## src/rtl/decoder_pkg.sv

```systemverilog
// Shared types and helpers for the sequential 3-to-8 strobe decoder.
package decoder_pkg;

  localparam int unsigned CNT_W = 8;

  typedef enum logic [1:0] {
    IDLE  = 2'd0,
    DRIVE = 2'd1,
    GAP   = 2'd2
  } state_e;

  function automatic logic [7:0] onehot3to8(input logic [2:0] code);
    logic [7:0] r;
    r = '0;
    r[code] = 1'b1;
    return r;
  endfunction

endpackage

```

## src/rtl/strobe_timer.sv

```systemverilog
// Loadable down-counter shared by the hold and guard-gap phases.
module strobe_timer
  import decoder_pkg::*;
(
  input  logic             clk,
  input  logic             rst_n,
  input  logic             clr_i,
  input  logic             load_i,
  input  logic [CNT_W-1:0] load_val_i,
  input  logic             dec_i,
  output logic             zero_o
);

  logic [CNT_W-1:0] cnt_q, cnt_d;

  // Clear beats load beats decrement; the count saturates at zero.
  always_comb begin
    cnt_d = cnt_q;
    if (clr_i) begin
      cnt_d = '0;
    end else if (load_i) begin
      cnt_d = load_val_i;
    end else if (dec_i && (cnt_q != '0)) begin
      cnt_d = cnt_q - CNT_W'(1);
    end
  end

  always_ff @(posedge clk or negedge rst_n) begin
    if (!rst_n) begin
      cnt_q <= '0;
    end else begin
      cnt_q <= cnt_d;
    end
  end

  assign zero_o = (cnt_q == '0);

endmodule

```

## src/rtl/decoder_3to8_strobe.sv

```systemverilog
// Handshaked 3-to-8 decoder driving a timed one-hot strobe with a guard gap.
module decoder_3to8_strobe
  import decoder_pkg::*;
#(
  parameter int unsigned HOLD_CYCLES = 4,
  parameter int unsigned GAP_CYCLES  = 1
) (
  input  logic       clk,
  input  logic       rst_n,
  input  logic       e,
  input  logic       in_valid,
  input  logic [2:0] in_code,
  output logic       in_ready,
  output logic [7:0] y,
  output logic       busy,
  output logic       done
);

  if ((HOLD_CYCLES < 1) || (HOLD_CYCLES > 255)) begin : g_bad_hold
    $fatal(1, "HOLD_CYCLES must be in 1..255");
  end
  if (GAP_CYCLES > 255) begin : g_bad_gap
    $fatal(1, "GAP_CYCLES must be in 0..255");
  end

  localparam logic [CNT_W-1:0] HOLD_LD = CNT_W'(HOLD_CYCLES - 1);
  localparam logic [CNT_W-1:0] GAP_LD  = CNT_W'(GAP_CYCLES - 1);

  state_e     state_q, state_d;
  logic [7:0] y_q, y_d;
  logic       busy_q, busy_d;
  logic       done_q, done_d;
  logic [2:0] code_q, code_d;

  logic             tmr_clr, tmr_load, tmr_dec, tmr_zero;
  logic [CNT_W-1:0] tmr_val;

  strobe_timer u_timer (
    .clk        (clk),
    .rst_n      (rst_n),
    .clr_i      (tmr_clr),
    .load_i     (tmr_load),
    .load_val_i (tmr_val),
    .dec_i      (tmr_dec),
    .zero_o     (tmr_zero)
  );

  assign in_ready = (state_q == IDLE) && e;

  always_comb begin
    state_d  = state_q;
    y_d      = '0;
    busy_d   = busy_q;
    done_d   = 1'b0;
    code_d   = code_q;
    tmr_clr  = 1'b0;
    tmr_load = 1'b0;
    tmr_dec  = 1'b0;
    tmr_val  = HOLD_LD;
    unique case (state_q)
      IDLE: begin
        if (in_valid && in_ready) begin
          code_d   = in_code;
          y_d      = onehot3to8(in_code);
          busy_d   = 1'b1;
          state_d  = DRIVE;
          tmr_load = 1'b1;
          tmr_val  = HOLD_LD;
        end
      end
      DRIVE: begin
        // Enable loss aborts silently: no done pulse for a cut-short strobe.
        if (!e) begin
          busy_d  = 1'b0;
          state_d = IDLE;
          tmr_clr = 1'b1;
        end else if (!tmr_zero) begin
          y_d     = onehot3to8(code_q);
          tmr_dec = 1'b1;
        end else begin
          done_d = 1'b1;
          if (GAP_CYCLES == 0) begin
            busy_d  = 1'b0;
            state_d = IDLE;
          end else begin
            state_d  = GAP;
            tmr_load = 1'b1;
            tmr_val  = GAP_LD;
          end
        end
      end
      GAP: begin
        if (!e) begin
          busy_d  = 1'b0;
          state_d = IDLE;
          tmr_clr = 1'b1;
        end else if (!tmr_zero) begin
          tmr_dec = 1'b1;
        end else begin
          busy_d  = 1'b0;
          state_d = IDLE;
        end
      end
      default: begin
        busy_d  = 1'b0;
        state_d = IDLE;
        tmr_clr = 1'b1;
      end
    endcase
  end

  always_ff @(posedge clk or negedge rst_n) begin
    if (!rst_n) begin
      state_q <= IDLE;
      y_q     <= '0;
      busy_q  <= 1'b0;
      done_q  <= 1'b0;
      code_q  <= '0;
    end else begin
      state_q <= state_d;
      y_q     <= y_d;
      busy_q  <= busy_d;
      done_q  <= done_d;
      code_q  <= code_d;
    end
  end

  assign y    = y_q;
  assign busy = busy_q;
  assign done = done_q;

endmodule

```

## config.mk

```make
export PLATFORM = sky130hd
export DESIGN_NAME = decoder_3to8_strobe
export DESIGN_NICKNAME = d
export VERILOG_FILES = /design/src/rtl/decoder_pkg.sv /design/src/rtl/strobe_timer.sv /design/src/rtl/decoder_3to8_strobe.sv
export SDC_FILE = /design/constraint.sdc
export NUM_CORES = 1
export LEC_CHECK = 0
export ABC_AREA = 0
export CAP_MARGIN = 30
export CORE_MARGIN = 3
export CORE_UTILIZATION = 50
export DETAILED_ROUTE_END_ITERATION = 7
export GPL_TIMING_DRIVEN = 0
export PLACE_DENSITY = 0.74
export SLEW_MARGIN = 10
export SYNTH_ARGS = -nofsm -noshare
export SYNTH_HDL_FRONTEND = slang
export SYNTH_SLANG_ARGS = --single-unit
```

## constraint.sdc

```tcl
create_clock -name clk -period 2.25 [get_ports clk]
set_input_delay 0.45 -clock clk [delete_from_list [all_inputs] [get_ports clk]]
set_output_delay 0.45 -clock clk [all_outputs]
set_load 0.03 [all_outputs]
```

; ---- Word-level counts from Yosys, hierarchy flattened
; Cells that the tools add are included.
[totals]
reg_bits = 23
out_inout_bits = 11
wordCells = 65
in_bits = 7
[op_classes]
muxes = 35
eq_ne = 6
addsub = 1
order_cmp = 4
reduce_logical = 13
[op_table]
columns = op, count
row1 = $mux W8, 6
row2 = $mux W2, 8
row3 = $pmux W8 S2, 1
row4 = $mux W1, 14
row5 = $logic_not A8 Y1, 1
row6 = $lt A3 B4 Y1 const B, 2
row7 = $reduce_bool A8 Y1, 1
row8 = $sub A8 B1 Y8 const B, 1
row9 = $demux W1 S3, 2
row10 = $ge A3 B1 Y1 const B, 2
row11 = $ne A3 B3 Y1 const B, 2
row12 = $pmux W2 S3, 1
row13 = $reduce_and A3 Y1, 2
row14 = $logic_and A1 B1 Y1, 5
row15 = $pmux W1 S2, 2
row16 = $pmux W1 S3, 1
row17 = $reduce_bool A3 Y1, 1
row18 = $eq A2 B1 Y1 const B, 1
row19 = $eq A2 B2 Y1 const B, 1
row20 = $logic_not A2 Y1, 1
row21 = $ne A2 B1 Y1 const B, 1
row22 = $ne A2 B2 Y1 const B, 1
row23 = $reduce_and A2 Y1, 1
row24 = $reduce_or A2 Y1, 1

; ---- Longest topological paths before layout
; Gate-level depths: netlist (run 1).
[logic_depth]
word_depth = 8
depth_mapped = 7
mapped_depth_nobuf = 6

; ---- Modules after synthesis
; A second synthesis (run 1) with hierarchy kept.
[unflattened]
cells_unflattened = 129
area_unflattened_um2 = 1302.5
[modules_own_cells]
columns = mod, n_inst, cells_per_inst, seq_area_each_um2, area_each_um2
row1 = decoder_3to8_strobe, 1, 68, 375.4, 747.0
row2 = strobe_timer, 1, 61, 200.2, 555.5

; ---- Least setup slack after synthesis (run 1)
; OpenSTA, ideal clock, no wires.
[synth_timing]
kind = reg-to-reg
startpoint = register state_q[1]
endpoint = register y_q[0], in the netlist y[0]
t_required_ns = 2.149
setup_ns = 0.101
setup_slack_ns = 0.358
t_arrival_ns = 1.791
path_stages_with_launch = 8
cell_sequence = dfrtp_1 > inv_1 > ha_1 > and2_1 > nand2_1 > buf_2 > or2_2 > o32ai_1
[synth_via]
elab_chain_len = 5
[synth_lines]
columns = element, line_no
row1 = from (decl), decoder_3to8_strobe.sv:29  ; state_e state_q, state_d;
row2 = from (signal assigned), decoder_3to8_strobe.sv:120  ; state_q <= state_d;
row3 = $logic_not A2 Y1, decoder_3to8_strobe.sv:48  ; assign in_ready = (state_q == IDLE) && e;
row4 = $logic_and A1 B1 Y1, decoder_3to8_strobe.sv:48
row5 = net in_ready, decoder_3to8_strobe.sv:13  ; output logic in_ready,
row6 = $logic_and A1 B1 Y1, decoder_3to8_strobe.sv:62  ; if (in_valid && in_ready) begin
row7 = $mux W8, decoder_3to8_strobe.sv:62
row8 = $pmux W8 S2, decoder_3to8_strobe.sv:60  ; unique case (state_q)
row9 = net y_d[0], decoder_3to8_strobe.sv:30  ; logic [7:0] y_q, y_d;
row10 = to (signal assigned), decoder_3to8_strobe.sv:121  ; y_q <= y_d;
row11 = to (decl), decoder_3to8_strobe.sv:30
; The timed path passes the listed nets, and every way through them passes these cells.
; A chain may end at the register's enable or synchronous reset.

; ---- Worst setup path after layout (run 1)
[layout_timing]
startpoint = register u_timer.cnt_q[0]
endpoint = register state_q[0]
[layout_via]
elab_chain_len = 3
[layout_lines]
columns = element, line_no
row1 = from (decl), strobe_timer.sv:14  ; logic [CNT_W-1:0] cnt_q, cnt_d;
row2 = from (signal assigned), strobe_timer.sv:32  ; cnt_q <= cnt_d;
row3 = $logic_not A8 Y1 *, strobe_timer.sv:36  ; assign zero_o = (cnt_q == '0);
row4 = $ne A3 B3 Y1 (no line), n/a
row5 = $reduce_and A3 Y1 (no line) *, n/a
; Every way passes the cells marked *; elsewhere a longest branch is shown, timed or not.

==> impl_table.tex, run 1 <==
\begin{tabular}{lr}
\hline
Metric & Value \\
\hline
\multicolumn{2}{l}{\textbf{Run status}} \\
\quad Outcome & finished clean \\
\multicolumn{2}{l}{\textbf{Cells and area}} \\
\quad Share of post-route cells with drive strength above 1 & 0.1729 \\
\quad Total inserted antenna cells & 0 \\
\quad Net total in the final layout & between 100 and 150 \\
\quad Layout overhead on the synthesized area & 19.06\% \\
\multicolumn{2}{l}{\textbf{Power}} \\
\quad Areal power density over the cells & 1350 nW/um\^{}2 \\
\quad Combinational group share of total power & 0.574 \\
\quad Net switching power of the design & 0.8710 mW \\
\quad Worst IR Drop VDD & 0.8576 mV \\
\quad Portion of total power attributed to sequential cells & 0.329 \\
\quad Clock power frac & 0.098 \\
\quad Switching fraction of total power & 0.4436 \\
\quad Internal power component & 1.092 mW \\
\quad Reported leakage power & between 0.6 and 0.7 nW \\
\multicolumn{2}{l}{\textbf{Synthesis}} \\
\quad Total of flip-flops plus latches after synthesis & 23 \\
\quad Synth Area in Simple Gates & 0.1988 \\
\quad Register area share after synthesis & 0.4713 \\
\quad Mean post-synth cell area & 10.90 sq um \\
\quad Post-synthesis xor/xnor area fraction & 0.03586 \\
\quad Count of cell types in the netlist & 34 \\
\quad Share of synthesized area spent on multiplexers & 0.06455 \\
\quad Synth Net Count & 125 \\
\quad Complex-gate fraction of the synthesized area & 0.1475 \\
\quad Mapped cell area & 1221 sq um \\
\quad Fraction of the mapped netlist area in adder cells & 0.06148 \\
\quad Yosys synthesis warning count & 0 \\
\quad Largest family of logic cells by synthesized area & simple AND/OR/NAND/NOR gates \\
\quad Cells after synthesis & about 110 \\
\multicolumn{2}{l}{\textbf{Die}} \\
\quad Starting Density & 0.5416 \\
\quad Boundary Pins & 18 \\
\quad Die area & 3071 sq um \\
\quad Overall die height & $\sim$55 um \\
\quad Area of the placeable core & 2255 sq um \\
\quad Standard-cell row count & 17 \\
\quad Chip Width & 55.42 um \\
\multicolumn{2}{l}{\textbf{Clock network}} \\
\quad Worst-path clk slew & 0.13 ns \\
\quad \# hold bufs at CTS & 0 \\
\quad Post-CTS Setup Bufs & 0 \\
\quad Clock latency of the later-clocked register in the worst-skew pair & 0.30 ns \\
\quad Number of buffers added by the clock tree synthesis step & 3 \\
\quad Total number of clock tree sinks & 23 \\
\quad Master cell of the clock root buffer & clkbuf\_4 \\
\quad Number of H-tree levels & 1 \\
\quad Clock tree from TritonCTS & yes \\
\quad Clk buf depth & 2 \\
\multicolumn{2}{l}{\textbf{Timing}} \\
\quad Least-Margin Pin Slew & 0.5599 ns \\
\quad Final max-slew violation count & 0 \\
\quad F\_max & 0.5042 GHz \\
\quad Final critical delay including setup and external delays & 1.983 ns \\
\quad WHS & 0.4857 ns \\
\quad Final-layout setup total negative slack & 0 ns \\
\quad Final worst path period share & 0.8815 \\
\quad Unrepaired setup endpoints after global routing & false \\
\quad Post-route clock skew & just under 0.006 ns \\
\quad Final Setup Violations & 0 \\
\quad Slew margin rel. & 0.6255 \\
\quad Number of hold violations in the final report & 0 \\
\quad Worst setup margin & 0.2667 ns \\
\multicolumn{2}{l}{\textbf{Drt}} \\
\quad Routed Antenna Nets & 0 \\
\quad Iter 0 DRT Violations & 22 \\
\quad Per-cell via count in the routed design & about 5.4 \\
\quad Length of the first detailed-routing pass in iterations & 4 \\
\quad Drc violations & 0 \\
\quad Detailed Route WL & 2234 um \\
\quad Total via count after detailed routing & 870 \\
\quad Wire length per cell & 13.88 um \\
\multicolumn{2}{l}{\textbf{Critical path}} \\
\quad Crit Path Category & reg -> reg \\
\quad Data required time at the worst endpoint & 2.46 ns \\
\quad Type of destination of the critical path & register \\
\quad Category of the worst setup path launch point & register \\
\quad Top fanout value on the critical path & 9 \\
\quad Register-to-Register Setup Slack & 0.27 ns \\
\quad Cells on worst reg2reg path & 6 \\
\quad R2R Path Start & u\_timer.cnt\_q[0] \\
\quad Arrival @ worst endpoint & between 2 and 2.5 ns \\
\quad Worst reg2reg endpoint & state\_q[0] \\
\multicolumn{2}{l}{\textbf{Min path}} \\
\quad Hold WC Path Type & in -> async \\
\multicolumn{2}{l}{\textbf{Placement}} \\
\quad Placed wire-length estimate after detailed placement & around 1700 um \\
\quad Worst slack at placement & $\sim$0.16 ns \\
\quad Port buffer count & 16 \\
\quad Final estimated routing congestion in global placement & $\sim$0.8 \\
\multicolumn{2}{l}{\textbf{GRT}} \\
\quad Maximum number of pins on one net before global-route repair & 14 \\
\quad Number of antenna violations at the first check in global routing & 0 \\
\quad Via count of the first global-routing pass & between 800 and 900 \\
\quad First-pass GRT wire length & just over 4000 um \\
\quad Grt total ovfl & 0 \\
\quad Combined global-route utilization of all metal layers & 0.1598 \\
\multicolumn{2}{l}{\textbf{Flow run}} \\
\quad Number of max-cap violations & 0 \\
\hline
\end{tabular}
[critical path, stage by stage, from the launching register on]
cell and delay [ns]:
dfrtp_1 0.44, inv_1 0.09, ha_1 0.17, nor3b_4 0.42, nand2_2 0.19, a22oi_2 0.23, mux2_1 0.34
[cells in the mapped netlist, drive strengths merged]
library cell   n  share of area
a211oi         2          0.012
xnor2          5          0.036
dfrtp         23           0.47
a211o          2          0.014
o211ai         3          0.018
or3            1         0.0051
mux2           4          0.040
a41o           1         0.0082
o21a           2          0.012
nand2b         5          0.028
nand3          4          0.016
and2           1         0.0051
mux2i          3          0.025
nand4          1         0.0051
nor3           1         0.0041
nor3b          2          0.026
nor4           1          0.017
a22oi          1          0.010
inv            4          0.012
or2            3          0.015
ha             6          0.061
a21oi          5          0.027
buf            2         0.0082
o22ai          6          0.031
o32ai          2          0.014
nor2          10          0.031
and4bb         1          0.010
nand2         11          0.036
[state kept, by name, summed over array words and instances (netlist names)]
register / cells
code_q: 3
state_q: 2
busy: 1
u_timer.cnt_q: 8
done: 1
y: 8
[area by class of cell]
cell class / count / area (sq um)
multi-input cells: 83 / 620.6
inverters: 4 / 15.01
clock inverters: 1 / 5.005
repair buffers: 17 / 170.2
fillers: 200 / 800.8
clock buffers: 3 / 22.52
plain buffers: 2 / 10.01
flip-flops and latches: 23 / 575.6
well taps: 28 / 35.03
[layer usage]
layer  wire length, um  up-vias  track usage
met3               101        2      0.02804
met2              1012       16       0.2466
li1                  -      440            -
met4                14        0      0.03125
met1              1105      412       0.2358
met5                 0        -            0
[logic make-up after synthesis]
family | Yosys count
AND/OR/NAND/NOR | 41
AO/OA/AOI/OAI | 24
flip-flops | 23
multiplexers | 7
buffers and inverters | 6
adder cells (fa/ha/maj) | 6
XOR/XNOR | 5
[cell usage in the layout (no fill, tap or decap), drive strengths merged]
cell type,Yosys,routed
a211o,2,2
a211oi,2,2
a21oi,5,5
a22oi,1,1
a41o,1,1
and2,1,1
and4bb,1,1
buf,2,3
clkbuf,0,4
clkdlybuf4s50,0,15
clkinv,0,1
dfrtp,23,23
ha,6,6
inv,4,4
mux2,4,4
mux2i,3,3
nand2,11,11
nand2b,5,5
nand3,4,4
nand4,1,1
nor2,10,10
nor3,1,1
nor3b,2,2
nor4,1,1
o211ai,3,3
o21a,2,2
o22ai,6,6
o32ai,2,2
or2,3,3
or3,1,1
xnor2,5,5
[metrics by stage]
step                      instance area [sq um]    util  total power [mW]  cells
after floorplan                            1221       -             1.517    112
after global placement                     1416  0.6282             1.747    156
after detailed placement                   1431  0.6349             1.781    157
after CTS                                  1458  0.6465             1.974    161
after global routing                       1454  0.6448             2.121    161
final                                      1454  0.6448             1.963    161
[worst max-delay path by stage]
stage / from / to / depth (start not counted)
floorplan: state_q[1] / y[0] / 7
global placement: state_q[1] / in_ready / 4
detailed placement: state_q[1] / in_ready / 4
CTS: state_q[1] / in_ready / 4
global route: u_timer.cnt_q[0] / state_q[0] / 6
finish: u_timer.cnt_q[0] / state_q[0] / 6
[power groups by stage]
stage | Sequential (mW) | Combinational, mW | Clock [mW]
detailed placement | 0.655 | 1.13 | 0
global placement | 0.647 | 1.10 | 0
finish | 0.646 | 1.13 | 0.192
global route | 0.666 | 1.24 | 0.212
floorplan | 0.691 | 0.826 | 0
CTS | 0.645 | 1.13 | 0.198
[repair_timing]
| item | 4_1_cts | 5_1_grt |
|---|---|---|
| gates resized for setup | 1 | 2 |
| pin swaps | 0 | 0 |
| endpoints found under the setup margin | 1 | 1 |
| endpoints found under the hold margin | 0 | 0 |
Power figures use the tool's default switching activity.
==> run 2: changes to the inputs <==
--- a/config.mk
+++ b/config.mk
@@ -7,7 +7,6 @@
 export LEC_CHECK = 0
 export ABC_AREA = 0
 export CAP_MARGIN = 30
-export CORE_MARGIN = 3
 export CORE_UTILIZATION = 50
 export DETAILED_ROUTE_END_ITERATION = 7
 export GPL_TIMING_DRIVEN = 0
==> impl_table.tex, run 2 (same netlist as run 1, synthesis figures left out) <==
\begin{tabular}{lr}
\hline
Metric & Value \\
\hline
\multicolumn{2}{l}{\textbf{Timing}} \\
\quad Final worst path period share & 0.8907 \\
\quad F\_max & 0.4990 GHz \\
\quad Final Setup Violations & 0 \\
\quad Least-Margin Pin Slew & 0.5232 ns \\
\quad Final-layout setup total negative slack & 0 ns \\
\quad Post-route clock skew & 0.006636 ns \\
\quad Final critical delay including setup and external delays & 2.004 ns \\
\quad Slew margin rel. & 0.6501 \\
\quad Final max-slew violation count & 0 \\
\quad Unrepaired setup endpoints after global routing & false \\
\quad Number of hold violations in the final report & 0 \\
\multicolumn{2}{l}{\textbf{Min path}} \\
\quad Hold WC Path Type & in -> async \\
\multicolumn{2}{l}{\textbf{Cells and area}} \\
\quad Net total in the final layout & 147 \\
\quad Most frequent standard cell in the layout excluding fill and tap cells & dfrtp\_1 \\
\quad Most used cells in the layout excluding fill and tap cells & 23 x dfrtp\_1, 15 x clkdlybuf4s50\_1, 10 x nand2\_1, 10 x nor2\_1 \\
\quad Cell Count, Final, Fillers Out & 161 \\
\quad Layout overhead on the synthesized area & 19.06\% \\
\quad Share of post-route cells with drive strength above 1 & 0.1729 \\
\quad Register area & approximately 580 sq um \\
\quad Final Instance Area & 1454 sq um \\
\quad Filler Cells Inserted & 202 \\
\quad Area of combinational cells with multiple inputs & 620.6 sq um \\
\quad Total inserted antenna cells & 0 \\
\multicolumn{2}{l}{\textbf{Placement}} \\
\quad Placed standard-cell area & 1431 sq um \\
\quad Placed wire-length estimate after detailed placement & 1700 um \\
\quad Port buffer count & 16 \\
\quad Placed insts & about 160 \\
\quad Final estimated routing congestion in global placement & 0.7951 \\
\multicolumn{2}{l}{\textbf{Power}} \\
\quad Internal power component & approximately 1.1 mW \\
\quad Portion of total power attributed to sequential cells & 0.329 \\
\quad Overall power consumption & between 1.5 and 2 mW \\
\quad Reported leakage power & 0.6373 nW \\
\quad Net switching power of the design & about 0.9 mW \\
\quad Areal power density over the cells & 1353 nW/um\^{}2 \\
\quad Combinational group share of total power & 0.576 \\
\quad Switching fraction of total power & 0.4448 \\
\quad Clock power frac & 0.095 \\
\quad Worst IR Drop VDD & 0.9181 mV \\
\multicolumn{2}{l}{\textbf{Die}} \\
\quad Starting Density & 0.5416 \\
\quad Die area & between 2000 and 3000 sq um \\
\quad Standard-cell row count & 17 \\
\quad Boundary Pins & 18 \\
\quad Overall die height & 51.42 um \\
\quad Area of the placeable core & 2255 sq um \\
\quad Chip Width & 51.42 um \\
\multicolumn{2}{l}{\textbf{Critical path}} \\
\quad Top fanout value on the critical path & 6 \\
\quad Arrival @ worst endpoint & 1.55 ns \\
\quad Cells on worst reg2reg path & 6 \\
\quad Register-to-Register Setup Slack & 0.28 ns \\
\quad Type of destination of the critical path & output pin \\
\quad Crit Path Category & reg -> out \\
\quad Category of the worst setup path launch point & register \\
\quad Data required time at the worst endpoint & 1.80 ns \\
\quad R2R Path Start & u\_timer.cnt\_q[0] \\
\quad Worst reg2reg endpoint & state\_q[0] \\
\multicolumn{2}{l}{\textbf{Clock network}} \\
\quad Clock tree from TritonCTS & yes \\
\quad Number of buffers added by the clock tree synthesis step & 3 \\
\quad Worst-path clk slew & 0.13 ns \\
\quad Total number of clock tree sinks & 23 \\
\quad Number of H-tree levels & 1 \\
\quad Master cell of the clock root buffer & clkbuf\_4 \\
\quad \# hold bufs at CTS & 0 \\
\quad Post-CTS Setup Bufs & 0 \\
\quad Clock latency of the later-clocked register in the worst-skew pair & roughly 0.30 ns \\
\quad Post-CTS sizing & 1 \\
\quad Clk buf depth & 2 \\
\multicolumn{2}{l}{\textbf{Drt}} \\
\quad Drc violations & 0 \\
\quad Length of the first detailed-routing pass in iterations & 4 \\
\quad Iter 0 DRT Violations & 16 \\
\quad Routed Antenna Nets & 0 \\
\quad Detailed Route WL & roughly 2300 um \\
\quad Wire length per cell & 14.01 um \\
\quad Total via count after detailed routing & 900 \\
\quad Per-cell via count in the routed design & around 5.6 \\
\multicolumn{2}{l}{\textbf{GRT}} \\
\quad First-pass GRT wire length & 3960 um \\
\quad Number of antenna violations at the first check in global routing & 0 \\
\quad Via count of the first global-routing pass & 880 \\
\quad Maximum number of pins on one net before global-route repair & 15 \\
\quad Grt total ovfl & 0 \\
\quad Combined global-route utilization of all metal layers & 0.2015 \\
\multicolumn{2}{l}{\textbf{Run status}} \\
\quad Outcome & finished clean \\
\multicolumn{2}{l}{\textbf{Flow run}} \\
\quad Number of max-cap violations & 0 \\
\hline
\end{tabular}
## run 2: worst max-delay path, cell delays in order, from the launching register on
cell and delay, ns:
dfrtp_1 0.42, inv_1 0.11, ha_1 0.29, and2_1 0.21, clkbuf_2 0.22
## run 2: per-layer routing
metal  GRT usage  wire length (um)  part of all wire
met1      0.2966              1150              0.51
met2      0.3030              1021              0.45
met3     0.02679                66             0.029
met4     0.06757                17            0.0075
met5           0                 0                 0
## run 2: through the flow
stage          worst slack (ns)  utilization  hold slack (ns)
2_1_floorplan            0.3580            -           0.1544
3_3_place_gp             0.1728       0.6282           0.4934
3_5_place_dp             0.1289       0.6349           0.5062
4_1_cts                 0.04834       0.6465           0.4764
5_1_grt                 0.09191       0.6448           0.4942
6_report                 0.2458       0.6448           0.4717
## run 2: area by class of cell
cell class              count  share of cell area
clock buffers               3             0.01549
repair buffers             17              0.1170
well taps                  28             0.02410
inverters                   4             0.01033
clock inverters             1            0.003442
flip-flops and latches     23              0.3959
plain buffers               2            0.006885
multi-input cells          83              0.4269
## run 2: power by group through the flow
stage | clock network (mW) | registers, mW | logic [mW]
finish | 0.186 | 0.647 | 1.13
global route | 0.214 | 0.664 | 1.26
CTS | 0.198 | 0.644 | 1.14
detailed placement | 0 | 0.653 | 1.13
global placement | 0 | 0.647 | 1.10
floorplan | 0 | 0.691 | 0.826
## run 2: worst max path at each step
stage                       endpoint  cells after the start             start  slack, ns
final                       in_ready                      4        state_q[0]       0.25
after global routing      state_q[0]                      6  u_timer.cnt_q[0]       0.09
after global placement      in_ready                      4        state_q[1]       0.17
after floorplan                 y[0]                      7        state_q[1]       0.36
after detailed placement    in_ready                      4        state_q[1]       0.13
after CTS                   in_ready                      4        state_q[1]       0.05
